File: src/rtl/mips32_pkg.sv
// mips32_pkg: shared widths, requester ids and arbiter FSM encodings.
`default_nettype none

package mips32_pkg;

  localparam int DEF_ADDR_W = 10;
  localparam int DEF_DATA_W = 32;

  typedef enum logic [1:0] {
    REQ_IF  = 2'd0,
    REQ_MEM = 2'd1,
    REQ_DBG = 2'd2
  } req_id_e;

  typedef enum logic [1:0] {
    ST_IDLE   = 2'd0,
    ST_ACCESS = 2'd1,
    ST_RESP   = 2'd2
  } arb_state_e;

endpackage

`default_nettype wire

File: src/rtl/rr_arb2.sv
// rr_arb2: two-way round-robin pick; last=1 means requester b was served last.
`default_nettype none

module rr_arb2 (
  input  logic req_a,
  input  logic req_b,
  input  logic last,
  output logic grant_b
);

  assign grant_b = req_b & (~req_a | ~last);

endmodule

`default_nettype wire

File: src/rtl/mips_mem_arbiter.sv
// mips_mem_arbiter: three-requester arbiter for a single-port SRAM (dbg > if/mem round-robin).
// Rev 1.0
`default_nettype none

module mips_mem_arbiter
  import mips32_pkg::*;
#(
  parameter int ADDR_W = DEF_ADDR_W,
  parameter int DATA_W = DEF_DATA_W
) (
  input  logic              clk,
  input  logic              rst,
  input  logic              if_req,
  input  logic              mem_req,
  input  logic              dbg_req,
  input  logic [ADDR_W-1:0] if_addr,
  input  logic [ADDR_W-1:0] mem_addr,
  input  logic [ADDR_W-1:0] dbg_addr,
  input  logic              mem_we,
  input  logic              dbg_we,
  input  logic [DATA_W-1:0] mem_wdata,
  input  logic [DATA_W-1:0] dbg_wdata,
  output logic              if_ack,
  output logic              mem_ack,
  output logic              dbg_ack,
  output logic [DATA_W-1:0] if_rdata,
  output logic [DATA_W-1:0] mem_rdata,
  output logic [DATA_W-1:0] dbg_rdata,
  output logic              sram_en,
  output logic              sram_we,
  output logic [ADDR_W-1:0] sram_addr,
  output logic [DATA_W-1:0] sram_wdata,
  input  logic [DATA_W-1:0] sram_rdata,
  output logic              busy
);

  arb_state_e        state_q;
  req_id_e           id_q;
  logic [ADDR_W-1:0] addr_q;
  logic              we_q;
  logic [DATA_W-1:0] wdata_q;
  logic              rr_last_q;
  logic              if_ack_q, mem_ack_q, dbg_ack_q;
  logic [DATA_W-1:0] if_rdata_q, mem_rdata_q, dbg_rdata_q;
  logic              sram_en_q, sram_we_q;

  logic              if_elig, mem_elig, dbg_elig, any_elig, grant_mem;
  req_id_e           win_id_d;
  logic [ADDR_W-1:0] addr_d;
  logic              we_d;
  logic [DATA_W-1:0] wdata_d;

  // A requester being acked this cycle must not be re-granted on its stale req.
  assign if_elig  = if_req  & ~if_ack_q;
  assign mem_elig = mem_req & ~mem_ack_q;
  assign dbg_elig = dbg_req & ~dbg_ack_q;
  assign any_elig = if_elig | mem_elig | dbg_elig;

  rr_arb2 u_rr (
    .req_a   (if_elig),
    .req_b   (mem_elig),
    .last    (rr_last_q),
    .grant_b (grant_mem)
  );

  always_comb begin
    win_id_d = REQ_IF;
    addr_d   = if_addr;
    we_d     = 1'b0;
    wdata_d  = '0;
    if (dbg_elig) begin
      win_id_d = REQ_DBG;
      addr_d   = dbg_addr;
      we_d     = dbg_we;
      wdata_d  = dbg_wdata;
    end else if (grant_mem) begin
      win_id_d = REQ_MEM;
      addr_d   = mem_addr;
      we_d     = mem_we;
      wdata_d  = mem_wdata;
    end
  end

  always_ff @(posedge clk) begin
    if (rst) begin
      state_q     <= ST_IDLE;
      id_q        <= REQ_IF;
      addr_q      <= '0;
      we_q        <= 1'b0;
      wdata_q     <= '0;
      rr_last_q   <= 1'b1;
      if_ack_q    <= 1'b0;
      mem_ack_q   <= 1'b0;
      dbg_ack_q   <= 1'b0;
      if_rdata_q  <= '0;
      mem_rdata_q <= '0;
      dbg_rdata_q <= '0;
      sram_en_q   <= 1'b0;
      sram_we_q   <= 1'b0;
    end else begin
      if_ack_q  <= 1'b0;
      mem_ack_q <= 1'b0;
      dbg_ack_q <= 1'b0;
      case (state_q)
        ST_IDLE: begin
          if (any_elig) begin
            id_q      <= win_id_d;
            addr_q    <= addr_d;
            we_q      <= we_d;
            wdata_q   <= wdata_d;
            sram_en_q <= 1'b1;
            sram_we_q <= we_d;
            state_q   <= ST_ACCESS;
            if (win_id_d != REQ_DBG) rr_last_q <= (win_id_d == REQ_MEM);
          end
        end
        ST_ACCESS: begin
          sram_en_q <= 1'b0;
          sram_we_q <= 1'b0;
          state_q   <= ST_RESP;
        end
        ST_RESP: begin
          case (id_q)
            REQ_IF:  begin if_ack_q  <= 1'b1; if (!we_q) if_rdata_q  <= sram_rdata; end
            REQ_MEM: begin mem_ack_q <= 1'b1; if (!we_q) mem_rdata_q <= sram_rdata; end
            default: begin dbg_ack_q <= 1'b1; if (!we_q) dbg_rdata_q <= sram_rdata; end
          endcase
          state_q <= ST_IDLE;
        end
        default: state_q <= ST_IDLE;
      endcase
    end
  end

  assign if_ack     = if_ack_q;
  assign mem_ack    = mem_ack_q;
  assign dbg_ack    = dbg_ack_q;
  assign if_rdata   = if_rdata_q;
  assign mem_rdata  = mem_rdata_q;
  assign dbg_rdata  = dbg_rdata_q;
  assign sram_en    = sram_en_q;
  assign sram_we    = sram_we_q;
  assign sram_addr  = addr_q;
  assign sram_wdata = wdata_q;
  assign busy       = (state_q != ST_IDLE);

endmodule

`default_nettype wire

File: config.mk
export PLATFORM = sky130hd
export DESIGN_NAME = mips_mem_arbiter
export DESIGN_NICKNAME = d
export VERILOG_FILES = /design/src/rtl/mips32_pkg.sv /design/src/rtl/rr_arb2.sv /design/src/rtl/mips_mem_arbiter.sv
export SDC_FILE = /design/constraint.sdc
export NUM_CORES = 1
export LEC_CHECK = 0
export ABC_AREA = 1
export ABC_CLOCK_PERIOD_IN_PS = 1600
export BUFFER_PORTS_ARGS = -buffer_cell sky130_fd_sc_hd__clkbuf_2
export CAP_MARGIN = 15
export CORE_ASPECT_RATIO = 0.5
export CORE_MARGIN = 2
export CORE_UTILIZATION = 42
export CTS_CLUSTER_DIAMETER = 50
export CTS_CLUSTER_SIZE = 25
export DETAILED_ROUTE_END_ITERATION = 6
export PLACE_DENSITY = 0.79
export SLEW_MARGIN = 20
export SYNTH_ARGS = -nofsm -noshare
export SYNTH_HDL_FRONTEND = slang
export SYNTH_HIERARCHICAL = 1
export SYNTH_SLANG_ARGS = --single-unit
File: constraint.sdc
create_clock -name clk -period 1.6 [get_ports clk]
set_clock_uncertainty 0.2 [all_clocks]
set_input_delay 0.32 -clock clk [delete_from_list [all_inputs] [get_ports clk]]
set_output_delay 0.32 -clock clk [all_outputs]
set_load 0.03 [all_outputs]
==> metrics.cfg <==
[routing]
vias = 6805
dr.pass1.iters = 5
ant_nets = 0
drc = 0
drtIter0Drc = 438
vias_per_cell = 5.06
routedWlPerCell_um = 15.3
wirelength_mm = 20.5

[place]
place.gp.congestion = 0.923
dp.cells = 1284
dp.final_hpwl_mm = 13.6
placed_area_um2 = 7760
post-place-ws_ps = -92.0
portBuffers = 276

[run_status]
violations = negative setup slack
status = finished, violations left

[timing]
hold_viol_final = 0
min_period_over_period_pct = 103
setup_tns_ps = -255
fmax_mhz = 608
relSlewSlack_pct = 75.6
slew_violations = 0
layout_min_cycle_time_ps = 1650
whs_ps = 12.6
worstMarginPinSlew_ps = 366
setup_slack_ps = -45.2
rsz0062_at_grt = true
setup_viol = 14

[critical_path]
cp_max_fo = 6
path_class = flip-flop to flip-flop
worst_setup_path_end_kind = flip-flop
cp-start-kind = flip-flop
cp.required_ps = 1750
cpMostUsedCell = inv_2
crit_slowest_cell = dfxtp_4
arrival_ps = 1790
path_cells = inv_2 > nand2_2 > inv_2 > inv_2 > a21oi_4 > buf_6 > buf_12 > clkbuf_16 > nand3_1 > nand2_1 > o21ai_1 > nor2_1
cpPeakStageDelay_ps = 340

[global_routing]
grt-ovfl-total = 0
grt_pass1_wl_mm = 30.9
first_global_vias = 6236
grt_max_degree = 81
antenna_found_initial = 0
grtUsageTotal_pct = 25.1

[synth]
synth_area_per_cell_um2 = 7.16
synth_area_um2 = 6040
synth_warnings = 6
synth_cell_type_count = 20
syn_nets = 977
synth_seq_cells = 149
ys_seq_area_share_pct = 49.4
synth_cells = 844

[cts]
cts.clk_slew.worst_paths_ps = 60
clkLatencyLatePin_ps = 410
cts.sinks = 149
root_buffer = clkbuf_16
cts_buffers = 17
htreeDepth = 4
cts_tree = done
ctsLongestPathBuffers = 2

[flow_run]
max-cap-violations = 0

[hold_path]
hold_class = input port to flip-flop

[power_and_ir_drop]
pwr_density_cell_nw_per_um2 = 1120
peakVddDrop_v = 0.000566
p_leak_nw = 4.20
totalPowerFinal_mw = 10.0

[floorplan]
io_pins = 277
num_rows = 30
die_w_um = 174
start_util_pct = 43.7
die_h_um = 88.8
dieArea_um2 = 15400
coreArea_um2 = 13800

[finish]
fin_cells = 1345
design_area_um2 = 8950
syn_to_final_growth_pct = 48.2
n_antenna_cell = 0
finish.utilization_pct = 64.8
drive_gt1_share_pct = 36.6
fin_nets = 1274

[worst paths after layout]
check	from	cells after the start	slack, ps	to
worst max-delay path	mem_ack	12	-50	sram_wdata[21]
worst min register to register	mem_rdata[22]	2	260	mem_rdata[22]
worst min-delay path	sram_rdata[2]	3	10	if_rdata[2]
worst max register to register	mem_ack	12	-50	sram_wdata[21]
[what timing repair did]
item                                    CTS  global route
hold buffers                             18             0
pin swaps                                 5            52
endpoints found under the hold margin    27             0
gates resized for setup                  36            83
endpoints found under the setup margin   36           143
setup buffers                             4             4
gates cloned                              3             5
[cell usage in the layout (no fill, tap or decap), types with 2 or more instances in the layout]
master,instances
dfxtp_2,2
nand3_1,88
inv_2,10
clkbuf_16,20
nand3_2,11
o21ai_1,26
inv_1,17
nor2_1,135
buf_4,22
nor2_4,3
a21oi_1,72
bufinv_16,3
nand2_4,2
clkbuf_2,275
nand2_2,18
o21ai_0,41
buf_12,11
dfxtp_1,144
o21ai_2,8
nand3_4,2
clkbuf_8,5
clkinv_2,3
buf_6,9
nand2_1,186
dlygate4sd3_1,18
nor3_1,2
buf_8,3
dfxtp_4,3
a21oi_2,6
[critical path, delay by kind of cell (launching register included)]
family,cells,cell delay (ps)
compound gates,2,180
buf+inv,6,560
flops,1,340
simple gates,4,300
[state kept, by name, indices dropped and copies added, names as in the netlist, 2 cells and up]
| name | flops |
|---|---|
| state_q | 2 |
| sram_addr | 10 |
| dbg_rdata | 32 |
| mem_rdata | 32 |
| id_q | 2 |
| sram_wdata | 32 |
| if_rdata | 32 |
[layer usage]
| metal | wire length [um] | vias up | track usage [%] |
|---|---|---|---|
| li1 | - | 3333 | - |
| met1 | 8240 | 3121 | 29.8 |
| met2 | 10200 | 297 | 45.5 |
| met3 | 1490 | 54 | 5.20 |
| met4 | 587 | 0 | 10.7 |
| met5 | 0 | - | 0 |
[logic make-up after synthesis]
| family | Yosys count | synth area share [%] |
|---|---|---|
| AOI/OAI and AO/OA | 154 | 12.8 |
| DFF | 149 | 49.4 |
| and+or+nand+nor | 449 | 30.4 |
| buffers and inverters | 92 | 7.39 |
[cell usage after synthesis]
cell type / n / share of area, %
a21oi_1: 78 / 6.5
a21oi_2: 1 / 0.15
buf_1: 1 / 0.062
buf_2: 27 / 2.2
buf_4: 6 / 0.75
buf_6: 6 / 1.1
clkbuf_1: 24 / 1.5
dfxtp_1: 149 / 49
inv_1: 24 / 1.5
inv_2: 4 / 0.25
nand2_1: 204 / 13
nand2_2: 1 / 0.10
nand2_4: 1 / 0.19
nand3_1: 100 / 8.3
nand3_2: 1 / 0.17
nand4_1: 1 / 0.10
nor2_1: 137 / 8.5
nor2_2: 2 / 0.21
nor3_1: 2 / 0.17
o21ai_0: 75 / 6.2
[cell type report]
cell class / instances / area, um2
clock buffer: 23 / 498
clock inverter: 8 / 121
fill: 1193 / 4860
inverter: 28 / 110
multi-input combinational: 603 / 2820
sequential: 149 / 3000
tap: 192 / 240
timing repair buffer: 342 / 2170
[where the power goes]
part	total [mW]	internal, mW	switching [mW]	leakage [nW]
registers	4.01	3.90	0.114	1.22
clock network	4.16	2.65	1.51	0.305
logic	1.86	0.677	1.18	2.68
(Power assumes the default switching activity.)
